File: config.mk
export PLATFORM = sky130hd
export DESIGN_NAME = cmd_uart_responder_flat
export DESIGN_NICKNAME = d
export VERILOG_FILES = /design/src/rtl/cmd_link_pkg.sv /design/src/rtl/cmd_uart_responder_if.sv /design/src/rtl/uart_byte_tx.sv /design/src/rtl/cmd_uart_responder.sv /design/src/flat_wrapper.sv
export SDC_FILE = /design/constraint.sdc
export NUM_CORES = 1
export LEC_CHECK = 0
export BUFFER_PORTS_ARGS = -buffer_cell sky130_fd_sc_hd__buf_2
export CORE_UTILIZATION = 44
export DETAILED_ROUTE_END_ITERATION = 6
export PLACE_DENSITY = 0.66
export SYNTH_ARGS = -nofsm -noshare
export SYNTH_HDL_FRONTEND = slang
export SYNTH_SLANG_ARGS = --single-unit
File: constraint.sdc
create_clock -name clk -period 3.45 [get_ports clk]
set_input_delay 0.69 -clock clk [delete_from_list [all_inputs] [get_ports clk]]
set_output_delay 0.69 -clock clk [all_outputs]
set_load 0.005 [all_outputs]
File: src/rtl/cmd_link_pkg.sv
// rtl/cmd_link_pkg.sv - shared types and constants for the remote command link
package cmd_link_pkg;
    typedef enum logic [1:0] {IDLE, START, DATA, STOP} rx_state_t;
    typedef enum logic {WAIT_HI, WAIT_LO} asm_state_t;
    typedef enum logic {TX_IDLE, TX_BUSY} tx_state_t;

    localparam logic [7:0] RESP_ACK         = 8'hA5;
    localparam int         DEFAULT_BAUD_DIV = 5208;
    localparam int         DEFAULT_BYTE_TMO = 1_000_000;
endpackage

File: src/rtl/cmd_uart_responder_if.sv
// rtl/cmd_uart_responder_if.sv - command/response handshake between responder and command processor
interface cmd_uart_responder_if;
    logic [15:0] cmd;
    logic        cmd_rdy;
    logic        clr_cmd_rdy;
    logic [7:0]  resp;
    logic        trmt;
    logic        tx_done;

    modport slave  (output cmd, output cmd_rdy, output tx_done,
                    input  clr_cmd_rdy, input resp, input trmt);
    modport master (input  cmd, input cmd_rdy, input tx_done,
                    output clr_cmd_rdy, output resp, output trmt);
endinterface

File: src/rtl/uart_byte_tx.sv
// rtl/uart_byte_tx.sv - 8N1 byte serialiser with completion flag
module uart_byte_tx
    import cmd_link_pkg::*;
#(
    parameter int BAUD_DIV = DEFAULT_BAUD_DIV
) (
    input  logic       clk,
    input  logic       rst,
    input  logic [7:0] resp,
    input  logic       trmt,
    output logic       TX,
    output logic       tx_done
);
    localparam int            BW        = $clog2(BAUD_DIV) + 1;
    localparam logic [BW-1:0] BAUD_LAST = BW'(BAUD_DIV - 1);

    tx_state_t     r_state, w_next;
    logic [9:0]    r_shift;
    logic [BW-1:0] r_baud_cnt;
    logic [3:0]    r_bit_cnt;
    logic          r_tx_done;
    logic          w_load, w_shift, w_last;

    always_comb begin
        w_next  = r_state;
        w_load  = 1'b0;
        w_shift = 1'b0;
        w_last  = 1'b0;
        case (r_state)
            TX_IDLE: if (trmt) begin
                w_load = 1'b1;
                w_next = TX_BUSY;
            end
            TX_BUSY: if (r_baud_cnt == BAUD_LAST) begin
                w_shift = 1'b1;
                if (r_bit_cnt == 4'd9) begin
                    w_last = 1'b1;
                    w_next = TX_IDLE;
                end
            end
            default: w_next = TX_IDLE;
        endcase
    end

    // Ones are shifted in behind the frame so the line rests high once the stop bit is out.
    always_ff @(posedge clk) begin
        if (rst) begin
            r_state    <= TX_IDLE;
            r_shift    <= '1;
            r_baud_cnt <= '0;
            r_bit_cnt  <= '0;
            r_tx_done  <= 1'b0;
        end else begin
            r_state <= w_next;
            if (w_load) begin
                r_shift    <= {1'b1, resp, 1'b0};
                r_baud_cnt <= '0;
                r_bit_cnt  <= '0;
                r_tx_done  <= 1'b0;
            end else if (w_shift) begin
                r_shift    <= {1'b1, r_shift[9:1]};
                r_baud_cnt <= '0;
                r_bit_cnt  <= w_last ? 4'd0 : r_bit_cnt + 4'd1;
                if (w_last) r_tx_done <= 1'b1;
            end else if (r_state == TX_BUSY) begin
                r_baud_cnt <= r_baud_cnt + BW'(1);
            end
        end
    end

    assign TX      = r_shift[0];
    assign tx_done = r_tx_done;
endmodule

File: src/rtl/cmd_uart_responder.sv
// rtl/cmd_uart_responder.sv - UART receiver, 16-bit command assembly and response transmitter
module cmd_uart_responder
    import cmd_link_pkg::*;
#(
    parameter int BAUD_DIV = DEFAULT_BAUD_DIV,
    parameter int BYTE_TMO = DEFAULT_BYTE_TMO
) (
    input  logic                  clk,
    input  logic                  rst,
    input  logic                  RX,
    output logic                  TX,
    output logic                  frm_err,
    cmd_uart_responder_if.slave   bus
);
    localparam int            BW        = $clog2(BAUD_DIV) + 1;
    localparam int            TW        = $clog2(BYTE_TMO) + 1;
    localparam logic [BW-1:0] BAUD_LAST = BW'(BAUD_DIV - 1);
    localparam logic [BW-1:0] HALF_LAST = BW'(BAUD_DIV / 2 - 1);
    localparam logic [TW-1:0] TMO_LAST  = TW'(BYTE_TMO - 1);

    logic          r_rx_s1, r_rx_s2, r_rx_prev;
    rx_state_t     r_rx_state, w_rx_next;
    logic [BW-1:0] r_rx_cnt;
    logic [2:0]    r_bit_cnt;
    logic [7:0]    r_rx_shift;
    logic          r_byte_vld, r_frm_err;
    logic          w_fall, w_half, w_full;

    asm_state_t    r_asm_state, w_asm_next;
    logic [TW-1:0] r_tmo_cnt;
    logic [7:0]    r_hi_byte;
    logic [15:0]   r_cmd;
    logic          r_cmd_rdy;
    logic          w_take_hi, w_take_lo;

    assign w_fall = r_rx_prev & ~r_rx_s2;
    assign w_half = (r_rx_cnt == HALF_LAST);
    assign w_full = (r_rx_cnt == BAUD_LAST);

    always_comb begin
        w_rx_next = r_rx_state;
        case (r_rx_state)
            IDLE:    if (w_fall) w_rx_next = START;
            START:   if (w_half) w_rx_next = r_rx_s2 ? IDLE : DATA;
            DATA:    if (w_full && r_bit_cnt == 3'd7) w_rx_next = STOP;
            STOP:    if (w_full) w_rx_next = IDLE;
            default: w_rx_next = IDLE;
        endcase
    end

    // The baud counter restarts at every sample so all later samples stay mid-bit.
    always_ff @(posedge clk) begin
        if (rst) begin
            r_rx_s1    <= 1'b1;
            r_rx_s2    <= 1'b1;
            r_rx_prev  <= 1'b1;
            r_rx_state <= IDLE;
            r_rx_cnt   <= '0;
            r_bit_cnt  <= '0;
            r_rx_shift <= '0;
            r_byte_vld <= 1'b0;
            r_frm_err  <= 1'b0;
        end else begin
            r_rx_s1    <= RX;
            r_rx_s2    <= r_rx_s1;
            r_rx_prev  <= r_rx_s2;
            r_rx_state <= w_rx_next;
            r_byte_vld <= 1'b0;
            r_frm_err  <= 1'b0;
            if (r_rx_state == IDLE || (r_rx_state == START && w_half) || w_full)
                r_rx_cnt <= '0;
            else
                r_rx_cnt <= r_rx_cnt + BW'(1);
            if (r_rx_state == IDLE)
                r_bit_cnt <= '0;
            else if (r_rx_state == DATA && w_full) begin
                r_rx_shift <= {r_rx_s2, r_rx_shift[7:1]};
                r_bit_cnt  <= r_bit_cnt + 3'd1;
            end
            if (r_rx_state == STOP && w_full) begin
                r_byte_vld <= r_rx_s2;
                r_frm_err  <= ~r_rx_s2;
            end
        end
    end

    always_comb begin
        w_asm_next = r_asm_state;
        w_take_hi  = 1'b0;
        w_take_lo  = 1'b0;
        if (r_frm_err)
            w_asm_next = WAIT_HI;
        else begin
            case (r_asm_state)
                WAIT_HI: if (r_byte_vld) begin
                    w_take_hi  = 1'b1;
                    w_asm_next = WAIT_LO;
                end
                WAIT_LO: if (r_byte_vld) begin
                    w_take_lo  = 1'b1;
                    w_asm_next = WAIT_HI;
                end else if (r_tmo_cnt == TMO_LAST)
                    w_asm_next = WAIT_HI;
                default: w_asm_next = WAIT_HI;
            endcase
        end
    end

    // A new command outranks a clear arriving on the same edge.
    always_ff @(posedge clk) begin
        if (rst) begin
            r_asm_state <= WAIT_HI;
            r_tmo_cnt   <= '0;
            r_hi_byte   <= '0;
            r_cmd       <= '0;
            r_cmd_rdy   <= 1'b0;
        end else begin
            r_asm_state <= w_asm_next;
            if (w_take_hi) begin
                r_tmo_cnt <= '0;
                r_hi_byte <= r_rx_shift;
            end else if (r_asm_state == WAIT_LO)
                r_tmo_cnt <= r_tmo_cnt + TW'(1);
            if (w_take_lo) r_cmd <= {r_hi_byte, r_rx_shift};
            if (w_take_lo)
                r_cmd_rdy <= 1'b1;
            else if (w_take_hi || bus.clr_cmd_rdy)
                r_cmd_rdy <= 1'b0;
        end
    end

    uart_byte_tx #(.BAUD_DIV(BAUD_DIV)) u_tx (
        .clk     (clk),
        .rst     (rst),
        .resp    (bus.resp),
        .trmt    (bus.trmt),
        .TX      (TX),
        .tx_done (bus.tx_done)
    );

    assign bus.cmd     = r_cmd;
    assign bus.cmd_rdy = r_cmd_rdy;
    assign frm_err     = r_frm_err;
endmodule

File: src/flat_wrapper.sv
// flat-port wrapper written by rule: the top's interface ports become plain ports
module cmd_uart_responder_flat import cmd_link_pkg::*;
#(
    parameter int BAUD_DIV = DEFAULT_BAUD_DIV,
    parameter int BYTE_TMO = DEFAULT_BYTE_TMO
)
  (clk, rst, RX, TX, frm_err, bus_cmd, bus_cmd_rdy, bus_tx_done, bus_clr_cmd_rdy, bus_resp, bus_trmt);
  cmd_uart_responder_if bus_i ();
  input  logic clk;
  input  logic rst;
  input  logic RX;
  output logic TX;
  output logic frm_err;
  output wire logic [$bits(bus_i.cmd)-1:0] bus_cmd;
  output wire logic [$bits(bus_i.cmd_rdy)-1:0] bus_cmd_rdy;
  output wire logic [$bits(bus_i.tx_done)-1:0] bus_tx_done;
  input wire logic [$bits(bus_i.clr_cmd_rdy)-1:0] bus_clr_cmd_rdy;
  input wire logic [$bits(bus_i.resp)-1:0] bus_resp;
  input wire logic [$bits(bus_i.trmt)-1:0] bus_trmt;
  assign bus_cmd = bus_i.cmd;
  assign bus_cmd_rdy = bus_i.cmd_rdy;
  assign bus_tx_done = bus_i.tx_done;
  assign bus_i.clr_cmd_rdy = bus_clr_cmd_rdy;
  assign bus_i.resp = bus_resp;
  assign bus_i.trmt = bus_trmt;
  cmd_uart_responder #(.BAUD_DIV(BAUD_DIV), .BYTE_TMO(BYTE_TMO)) u_core (.clk(clk), .rst(rst), .RX(RX), .TX(TX), .frm_err(frm_err), .bus(bus_i));
endmodule
==> results.md, run 1 <==
* H-tree levels at 3
* Antenna Violating Nets Remaining at 0
* Hold Fails Final Rpt at 0
* Vias in the first global route at about 3,400
* Core ar. at 0.00991 sq mm
* Final worst path period need at about 2.3 ns
* Die area at roughly 0.011 sq mm
* Max frequency at 441 MHz
* Num Clock Sinks at around 110
* Vias post-DR at roughly 3,600
* Via/cell ratio at 5.34
* Metal2 WL at about 3.9 mm
* Fillers at 948
* Hold-fix buffer count after cts at 0
* Drt total wl at around 8.6 mm
* Post-Syn Area at 0.00455 sq mm
* Initial antenna violation count at 0
* Post-Syn Instances at about 520
* Commonest non-fill, non-tap cell in the layout: dfxtp_1
* First-pass GRT wire length at ~15 mm
* # diodes at 0
* Root Buffer: clkbuf_8
* DP Area at 0.00479 sq mm
* Synth Warn # at 0
* Die X-Extent at approximately 100 um
* Worst Setup Start Kind: register
* Gr usage total at 0.167
* Clock buffers created by TritonCTS at 9
* Design area at approximately 0.005 sq mm
* Routability cong. at approximately 0.79
* Reg power frac at 0.608
* Clock transition at path regs at ~0.11 ns
* Starting density of the core at 0.459
* Final setup violating endpoints at 0
* Rel. slew slack at 0.371
* Post-CTS Setup Bufs at 0
* Hold Path Class: reg -> reg
* Register area share after synthesis at 0.476
* Worst-path maximum fanout at 18
* Max-Cap Viols at 0
* Cell taking the most area after synthesis: dfxtp_1
* Unrepaired setup endpoints after global routing: false
* NetSw at 515 uW
* VDD IR max at around 0.18 mV
* Residual DRC at 0
* Status: finished, final reports clean
* Rows at 36
* Fraction of layout cells with a size suffix above 1 at 0.120
* Top Metal Used: met4
* Worst Setup End Kind: register
* Cell internal pwr at between 1.5 and 2 mW
* I/O Buffers at 32
* Pwr dens at between 400 and 500 mW/mm^2
* P&R area growth vs syn at 9.85%
* Syn_nets at approximately 540
* Cell variety after synth at 53
* R2R Path Start: u_core.u_tx.r_baud_cnt[0]
* Combinational fraction of design power at 0.028
* Met3 wire length at ~200 um
* Critical Path RT at around 3.8 ns
* Critical path class: reg -> reg
* Hpwl dp at between 5 and 6 mm
* Post-synth top flop: dfxtp_1
* CTS Buffer Depth at 2
* Cts repair resizes at 0
* Max Transition Viols Final at 0
* Nets@finish at ~560
* Post-synthesis area per instance at 8.69 sq um
* Initial DRC count at between 100 and 150
* Leakage at ~1.7 nW
* Setup TNS Final at 0 ns
* Seq cells post-synth at 108
* Switching share of power at 0.247
* DRT met1 WL at 4.46 mm
* Post-synth EDFFs at 0
* Grt ovf at 0
* Final Skew at approximately 0.013 ns
* Detailed Routing Iterations Pass 1 at 4
* Commonest cells after routing, fill and taps aside: 108 x dfxtp_1, 63 x nand2_1, 59 x nor2_1, 40 x a21oi_1, 32 x buf_2
* Drt wl/cell at around 13 um
* Synth async-reset ratio at 0
* Setup WS pre-CTS at 1.19 ns
* Min-delay src: u_core.r_rx_s1
* Tcrit/Tclk final at 0.657
* Crit path arrival time at about 2.6 ns
* CTS tree: built
* Top-area cell type share of the netlist area at 0.476
* Boundary Pins at 33
* Die height at a little over 100 um
* Slew @ Worst Pin at about 0.94 ns
* Crit path launch: u_core.u_tx.r_baud_cnt[0]
* Largest net degree at the start of global routing at 37
* Top cells by area, synth: dfxtp_1 48%, nand2_1 5.2%, nor2_1 4.9%, xnor2_1 4.4%, a21oi_1 4.4%
* Final WS setup at roughly 1.2 ns
* Clk Latency, worst-skew pair at approximately 0.37 ns
* Clock Power Share at 0.363
==> power groups by stage <==
stage | Clock (mW) | Sequential [mW] | Combinational [mW]
floorplan | 0 | 1.29 | 0.0442
detailed placement | 0 | 1.30 | 0.0592
CTS | 0.779 | 1.27 | 0.0593
global route | 0.833 | 1.27 | 0.0680
global placement | 0 | 1.30 | 0.0583
finish | 0.757 | 1.27 | 0.0589
==> cell families after synthesis <==
logic type               Yosys count  share of synthesized area
AO/OA/AOI/OAI                     82                      0.108
flip-flops                       108                      0.476
buffers and inverters             40                     0.0355
adder cells (fa/ha/maj)            7                     0.0193
XOR/XNOR                          37                     0.0713
multiplexers                      10                     0.0220
AND/OR/NAND/NOR                  239                      0.269
==> worst paths after layout <==
check / to / slack (ns) / depth (start not counted)
min reg2reg: u_core.r_rx_s2 / 0.43 / 1
min: u_core.r_rx_s2 / 0.43 / 1
max: u_core.u_tx.r_bit_cnt[2] / 1.18 / 5
max reg2reg: u_core.u_tx.r_bit_cnt[2] / 1.18 / 5
==> layout make-up <==
cell class	count	area, sq um	area share
Clock buffer	9	124	0.0248
Clock inverter	7	83.8	0.0168
Inverter	16	60.1	0.0120
Multi-Input combinational cell	375	2220	0.445
Sequential cell	108	2160	0.433
Tap cell	133	166	0.0333
Timing Repair Buffer	34	175	0.0351
==> flip-flops by register name (all words and copies together), names as in the netlist, 3 cells and up, named ones only <==
register / cells
u_core.r_bit_cnt: 3
u_core.bus.cmd: 16
u_core.u_tx.r_bit_cnt: 4
u_core.u_tx.r_baud_cnt: 14
u_core.r_rx_cnt: 14
u_core.r_rx_shift: 8
u_core.r_tmo_cnt: 21
u_core.r_hi_byte: 8
u_core.u_tx.r_shift: 9
==> worst max-delay path, stage by stage, from the launching register on <==
cell and delay, ns:
dfxtp_1 0.38, ha_1 0.20, and3_1 0.22, nand4_1 0.57
or4_1 0.68, a21oi_1 0.15
==> synthesized netlist by cell type, drive strengths merged (3+ instances only) <==
| master | count |
|---|---|
| nor3 | 15 |
| dfxtp | 108 |
| ha | 7 |
| or3 | 8 |
| a21oi | 40 |
| nand3 | 28 |
| xnor2 | 23 |
| a31o | 3 |
| o21ai | 18 |
| or4 | 4 |
| and3 | 5 |
| inv | 16 |
| or2 | 4 |
| nand2 | 63 |
| clkbuf | 16 |
| nand4 | 20 |
| buf | 8 |
| a31oi | 3 |
| nor3b | 3 |
| a221oi | 6 |
| and4 | 4 |
| nor4 | 8 |
| mux2i | 10 |
| xor2 | 14 |
| nor2 | 59 |
==> routing by layer <==
metal | track usage | up-vias
met5 | 0 | -
met4 | 0.0531 | 0
met3 | 0.0289 | 4
met2 | 0.278 | 41
met1 | 0.221 | 1720
li1 | - | 1874
==> metrics by stage <==
step	hold WS [ns]	instances	total power, mW	utilization
after floorplan	0.389	523	1.34	-
after global placement	0.397	666	1.35	0.483
after detailed placement	0.406	666	1.36	0.483
after CTS	0.436	682	2.11	0.504
after global routing	0.447	682	2.17	0.504
final	0.429	682	2.08	0.504
(Power assumes the default switching activity.)
==> run 2: changes to the inputs <==
Settings changed: PLACE_DENSITY 0.66 to 0.69.
Clock period 3.45 ns to 2 ns, I/O delays scaled along.
==> results.md, run 2 (synthesized netlist as in run 1, its figures left out) <==
* First-pass GRT wire length at 15.5 mm
* Gr usage total at 0.174
* Post-CTS Setup Bufs at 0
* Grt ovf at 0
* Clock buffers created by TritonCTS at 9
* R2R Path Start: u_core.r_rx_cnt[0]
* Die height at 104 um
* Setup TNS Final at 0 ns
* Num Clock Sinks at 108
* Root Buffer: clkbuf_8
* Largest net degree at the start of global routing at 22
* I/O Buffers at 32
* Die area at 0.0107 sq mm
* Register name with the most flops: u_core.r_tmo_cnt
* Commonest cells after routing, fill and taps aside: 108 x dfxtp_1, 63 x nand2_1, 59 x nor2_1, 40 x a21oi_1, 32 x buf_2
* CTS Buffer Depth at 2
* Detailed Routing Iterations Pass 1 at 4
* Leakage at ~1.7 nW
* Tcrit/Tclk final at 0.919
* Critical path class: reg -> reg
* NetSw at 810 uW
* Vias post-DR at ~3,700
* Min-delay src: RX
* Combinational fraction of design power at 0.029
* Core ar. at 0.00991 sq mm
* Worst R2R Setup Slack at approximately 0.16 ns
* CTS tree: built
* Max-Cap Viols at 0
* Via/cell ratio at 5.34
* Crit path arrival time at 2.10 ns
* # diodes at 0
* Hold-fix buffer count after cts at 0
* Clk Latency, worst-skew pair at ~0.37 ns
* Die X-Extent at 104 um
* Switching share of power at 0.222
* Vias in the first global route at 3,446
* Hold Worst Slack at about 0.21 ns
* FF-to-FF path depth at 6
* Max Transition Viols Final at 0
* DP Cell Count at 675
* Clock transition at path regs at 0.09 ns
* Routability cong. at between 0.8 and 0.9
* Fraction of layout cells with a size suffix above 1 at 0.131
* Reg2reg end: u_core.r_rx_cnt[10]
* Min-Delay Path Depth at 2
* Status: finished, final reports clean
* Commonest non-fill, non-tap cell in the layout: dfxtp_1
* Drt wl/cell at 12.9 um
* Worst Setup Start Kind: register
* Hold Path Class: in -> reg
* Design area at 0.00506 sq mm
* Clock Power Share at 0.372
* Final WS setup at between 0.15 and 0.2 ns
* Setup WS pre-CTS at 0.198 ns
* Residual DRC at 0
* Final Skew at between 0.009 and 0.01 ns
* Nets@finish at 573
* Cell internal pwr at 2.84 mW
* Pwr dens at between 700 and 800 mW/mm^2
* Slew @ Worst Pin at ~0.64 ns
* Antenna Violating Nets Remaining at 0
* Initial DRC count at approximately 120
* Max reg flops at 21
* Critical Path RT at between 2 and 2.5 ns
* Unrepaired setup endpoints after global routing: false
* Final worst path period need at around 1.8 ns
* Reg power frac at 0.599
* Drt total wl at slightly below 9 mm
* Final setup violating endpoints at 0
* DP Area at 0.00485 sq mm
* Endpoint, Worst Hold: u_core.r_rx_s1
* Worst-path maximum fanout at 14
* Initial antenna violation count at 0
* Rel. slew slack at 0.575
* P&R area growth vs syn at 11.2%
* Rows at 36
* Starting density of the core at 0.459
* VDD IR max at roughly 0.44 mV
* H-tree levels at 3
* Post-Layout Cell Count at roughly 700
* Max frequency at between 500 and 600 MHz
* Worst Setup End Kind: register
* Boundary Pins at 33
* Hold Fails Final Rpt at 0
* Cts repair resizes at 0
* Hpwl dp at about 6.3 mm
run 2: routing by layer:
| layer | share of wire | global-route usage |
|---|---|---|
| met5 | 0 | 0 |
| met4 | 0.012 | 0.0480 |
| met3 | 0.032 | 0.0503 |
| met2 | 0.46 | 0.296 |
| met1 | 0.49 | 0.214 |
run 2: worst max-delay path by stage:
stage               depth (start not counted)             endpoint                start
finish                                      6  u_core.r_rx_cnt[10]   u_core.r_rx_cnt[0]
global route                                6   u_core.r_rx_cnt[2]   u_core.r_rx_cnt[0]
CTS                                         6  u_core.r_rx_cnt[10]   u_core.r_rx_cnt[0]
detailed placement                          6  u_core.r_rx_cnt[10]   u_core.r_rx_cnt[0]
global placement                            4   u_core.r_asm_state  u_core.r_tmo_cnt[8]
floorplan                                   6   u_core.r_rx_cnt[6]   u_core.r_rx_cnt[0]
run 2: layout make-up:
cell class | count | area [sq um]
repair buffers | 43 | 243
well taps | 133 | 166
multi-input cells | 375 | 2220
flip-flops and latches | 108 | 2160
inverters | 16 | 60.1
clock buffers | 12 | 145
clock inverters | 4 | 56.3
fillers | 953 | 4850
run 2: critical path: stages (launching register included):
cell and delay, ns:
dfxtp_1 0.36, ha_1 0.24, nor4bb_1 0.36, nand4_1 0.22
o311ai_2 0.26, buf_4 0.23, nor2_1 0.07
run 2: power by group through the flow:
stage / logic [mW] / clock network, mW / registers (mW)
global placement: 0.105 / 0 / 2.23
global route: 0.120 / 1.49 / 2.19
finish: 0.106 / 1.35 / 2.19
detailed placement: 0.107 / 0 / 2.24
CTS: 0.107 / 1.39 / 2.19
floorplan: 0.0763 / 0 / 2.23
run 2: stage by stage:
stage | power [mW] | util
2_1_floorplan | 2.31 | -
3_3_place_gp | 2.34 | 0.490
3_5_place_dp | 2.34 | 0.490
4_1_cts | 3.69 | 0.510
5_1_grt | 3.80 | 0.510
6_report | 3.65 | 0.510
==> run 3: changes to the inputs <==
Settings changed: CORE_UTILIZATION 44 to 40, PLACE_DENSITY 0.69 to 0.64.
==> results.md, run 3 (synthesized netlist as in run 1, its figures left out) <==
* Status: finished, final reports clean
* Hold Worst Slack at roughly 0.24 ns
* Final setup violating endpoints at 0
* Overall Power at between 4 and 5 mW
* Nets@finish at between 500 and 600
* Num Clock Sinks at about 110
* I/O Buffers at 32
* Critical Path RT at between 2 and 2.5 ns
* Gr usage total at 0.169
* Hpwl dp at about 6.5 mm
* Die height at 109 um
* Vias post-DR at about 3,700
* Worst-path maximum fanout at 6
* Detailed Routing Iterations Pass 1 at 4
* Worst Setup Start Kind: register
* Critical path class: reg -> reg
* Max reg flops at 21
* VDD IR max at between 0.5 and 0.6 mV
* Routability cong. at 0.832
* Reg2reg end: u_core.r_asm_state
* Commonest cells after routing, fill and taps aside: 108 x dfxtp_1, 63 x nand2_1, 59 x nor2_1, 40 x a21oi_1, 32 x buf_2
* Post-CTS Setup Bufs at 0
* # diodes at 0
* Final Skew at 0.00688 ns
* Initial DRC count at ~180
* Hold Fails Final Rpt at 0
* Drt total wl at ~9.3 mm
* Min-delay src: RX
* Worst R2R Setup Slack at 0.15 ns
* Endpoint, Worst Hold: u_core.r_rx_s1
* Root Buffer: clkbuf_16
* Rel. slew slack at 0.581
* Die area at 0.0118 sq mm
* Final worst path period need at around 1.8 ns
* CTS tree: built
* Max Transition Viols Final at 0
* Core ar. at between 0.01 and 0.015 sq mm
* Residual DRC at 0
* First-pass GRT wire length at between 15 and 20 mm
* Drt wl/cell at ~13 um
* Hold Path Class: in -> reg
* Boundary Pins at 33
* Antenna Violating Nets Remaining at 0
* Largest net degree at the start of global routing at 37
* H-tree levels at 3
* Rows at 38
* Max-Cap Viols at 0
* Starting density of the core at 0.416
* R2R Path Start: u_core.r_tmo_cnt[8]
* Clk Latency, worst-skew pair at 0.35 ns
* Vias in the first global route at about 3,500
* Via/cell ratio at between 5 and 6
* Max frequency at between 500 and 600 MHz
* Tcrit/Tclk final at 0.923
* Fraction of layout cells with a size suffix above 1 at 0.136
* Crit path arrival time at ~2.1 ns
* P&R area growth vs syn at 13.9%
* Leakage at 1.80 nW
* Unrepaired setup endpoints after global routing: false
* Register name with the most flops: u_core.r_tmo_cnt
* Grt ovf at 0
* Min-Delay Path Depth at 2
* Clock buffers created by TritonCTS at 9
* Initial antenna violation count at 0
* Hold-fix buffer count after cts at 0
* FF-to-FF path depth at 4
* Setup WS pre-CTS at roughly 0.16 ns
* Fillers at ~1,100
* Die X-Extent at roughly 110 um
* Setup TNS Final at 0 ns
* Clock transition at path regs at 0.07 ns
* Slew @ Worst Pin at around 0.63 ns
* Final WS setup at about 0.15 ns
* CTS Buffer Depth at 2
* Pwr dens at 789 mW/mm^2
* Commonest non-fill, non-tap cell in the layout: dfxtp_1
* Worst Setup End Kind: register
==> run 3: cell count changes in the layout (fill, tap and decap cells not counted), sizes merged <==
cell	change
inv	-1
buf	+1
clkbuf	-1
clkinv	+1
clkinvlp	+1
==> run 3: how the worst max path moves through the flow <==
| stage | slack [ns] | cells past startpoint | endpoint | from |
|---|---|---|---|---|
| after floorplan | 0.29 | 6 | u_core.r_rx_cnt[6] | u_core.r_rx_cnt[0] |
| after global placement | 0.22 | 4 | u_core.r_asm_state | u_core.r_tmo_cnt[8] |
| after detailed placement | 0.16 | 6 | u_core.r_rx_cnt[4] | u_core.r_rx_cnt[0] |
| after CTS | 0.15 | 6 | u_core.r_rx_cnt[4] | u_core.r_rx_cnt[0] |
| after global routing | 0.03 | 6 | u_core.r_rx_cnt[4] | u_core.r_rx_cnt[0] |
| final | 0.15 | 4 | u_core.r_asm_state | u_core.r_tmo_cnt[8] |
==> run 3: worst max-delay path, stage by stage, from the launching register on <==
cell,delay [ns]
dfxtp_1,0.36
or4b_1,0.53
or4_1,0.42
o311ai_1,0.29
a211oi_1,0.12
==> run 3: what timing repair did <==
| action | 4_1_cts | 5_1_grt |
|---|---|---|
| endpoints found under the hold margin | 0 | 0 |
| resized for setup | 0 | 1 |
| endpoints found under the setup margin | 0 | 14 |
==> run 3: through the flow <==
step                       util  std cells  instance area (sq um)
after detailed placement  0.445        683                   4870
after floorplan               -        523                   4550
after global routing      0.474        699                   5180
final                     0.474        699                   5180
after CTS                 0.473        699                   5170
after global placement    0.445        683                   4870
==> run 3: where the power goes <==
group | leakage, nW | total (mW) | internal, mW | switching, mW
clock network | 0.146 | 1.80 | 1.01 | 0.788
registers | 0.873 | 2.19 | 2.17 | 0.0151
logic | 0.777 | 0.105 | 0.0383 | 0.0669
==> run 3: area by class of cell <==
class | instances | area (sq um) | area share
clock buffer | 11 | 243 | 0.0469
multi-input combinational | 375 | 2230 | 0.430
inverter | 16 | 60.1 | 0.0116
sequential | 108 | 2160 | 0.417
timing repair buffer | 44 | 250 | 0.0483
clock inverter | 5 | 60.1 | 0.0116
tap | 140 | 175 | 0.0338
==> run 3: layer usage <==
| layer | up-vias | global-route usage | wire, um |
|---|---|---|---|
| li1 | 1894 | - | - |
| met1 | 1765 | 0.216 | 4570 |
| met2 | 69 | 0.281 | 4290 |
| met3 | 10 | 0.0395 | 305 |
| met4 | 0 | 0.0521 | 111 |
| met5 | - | 0 | 0 |
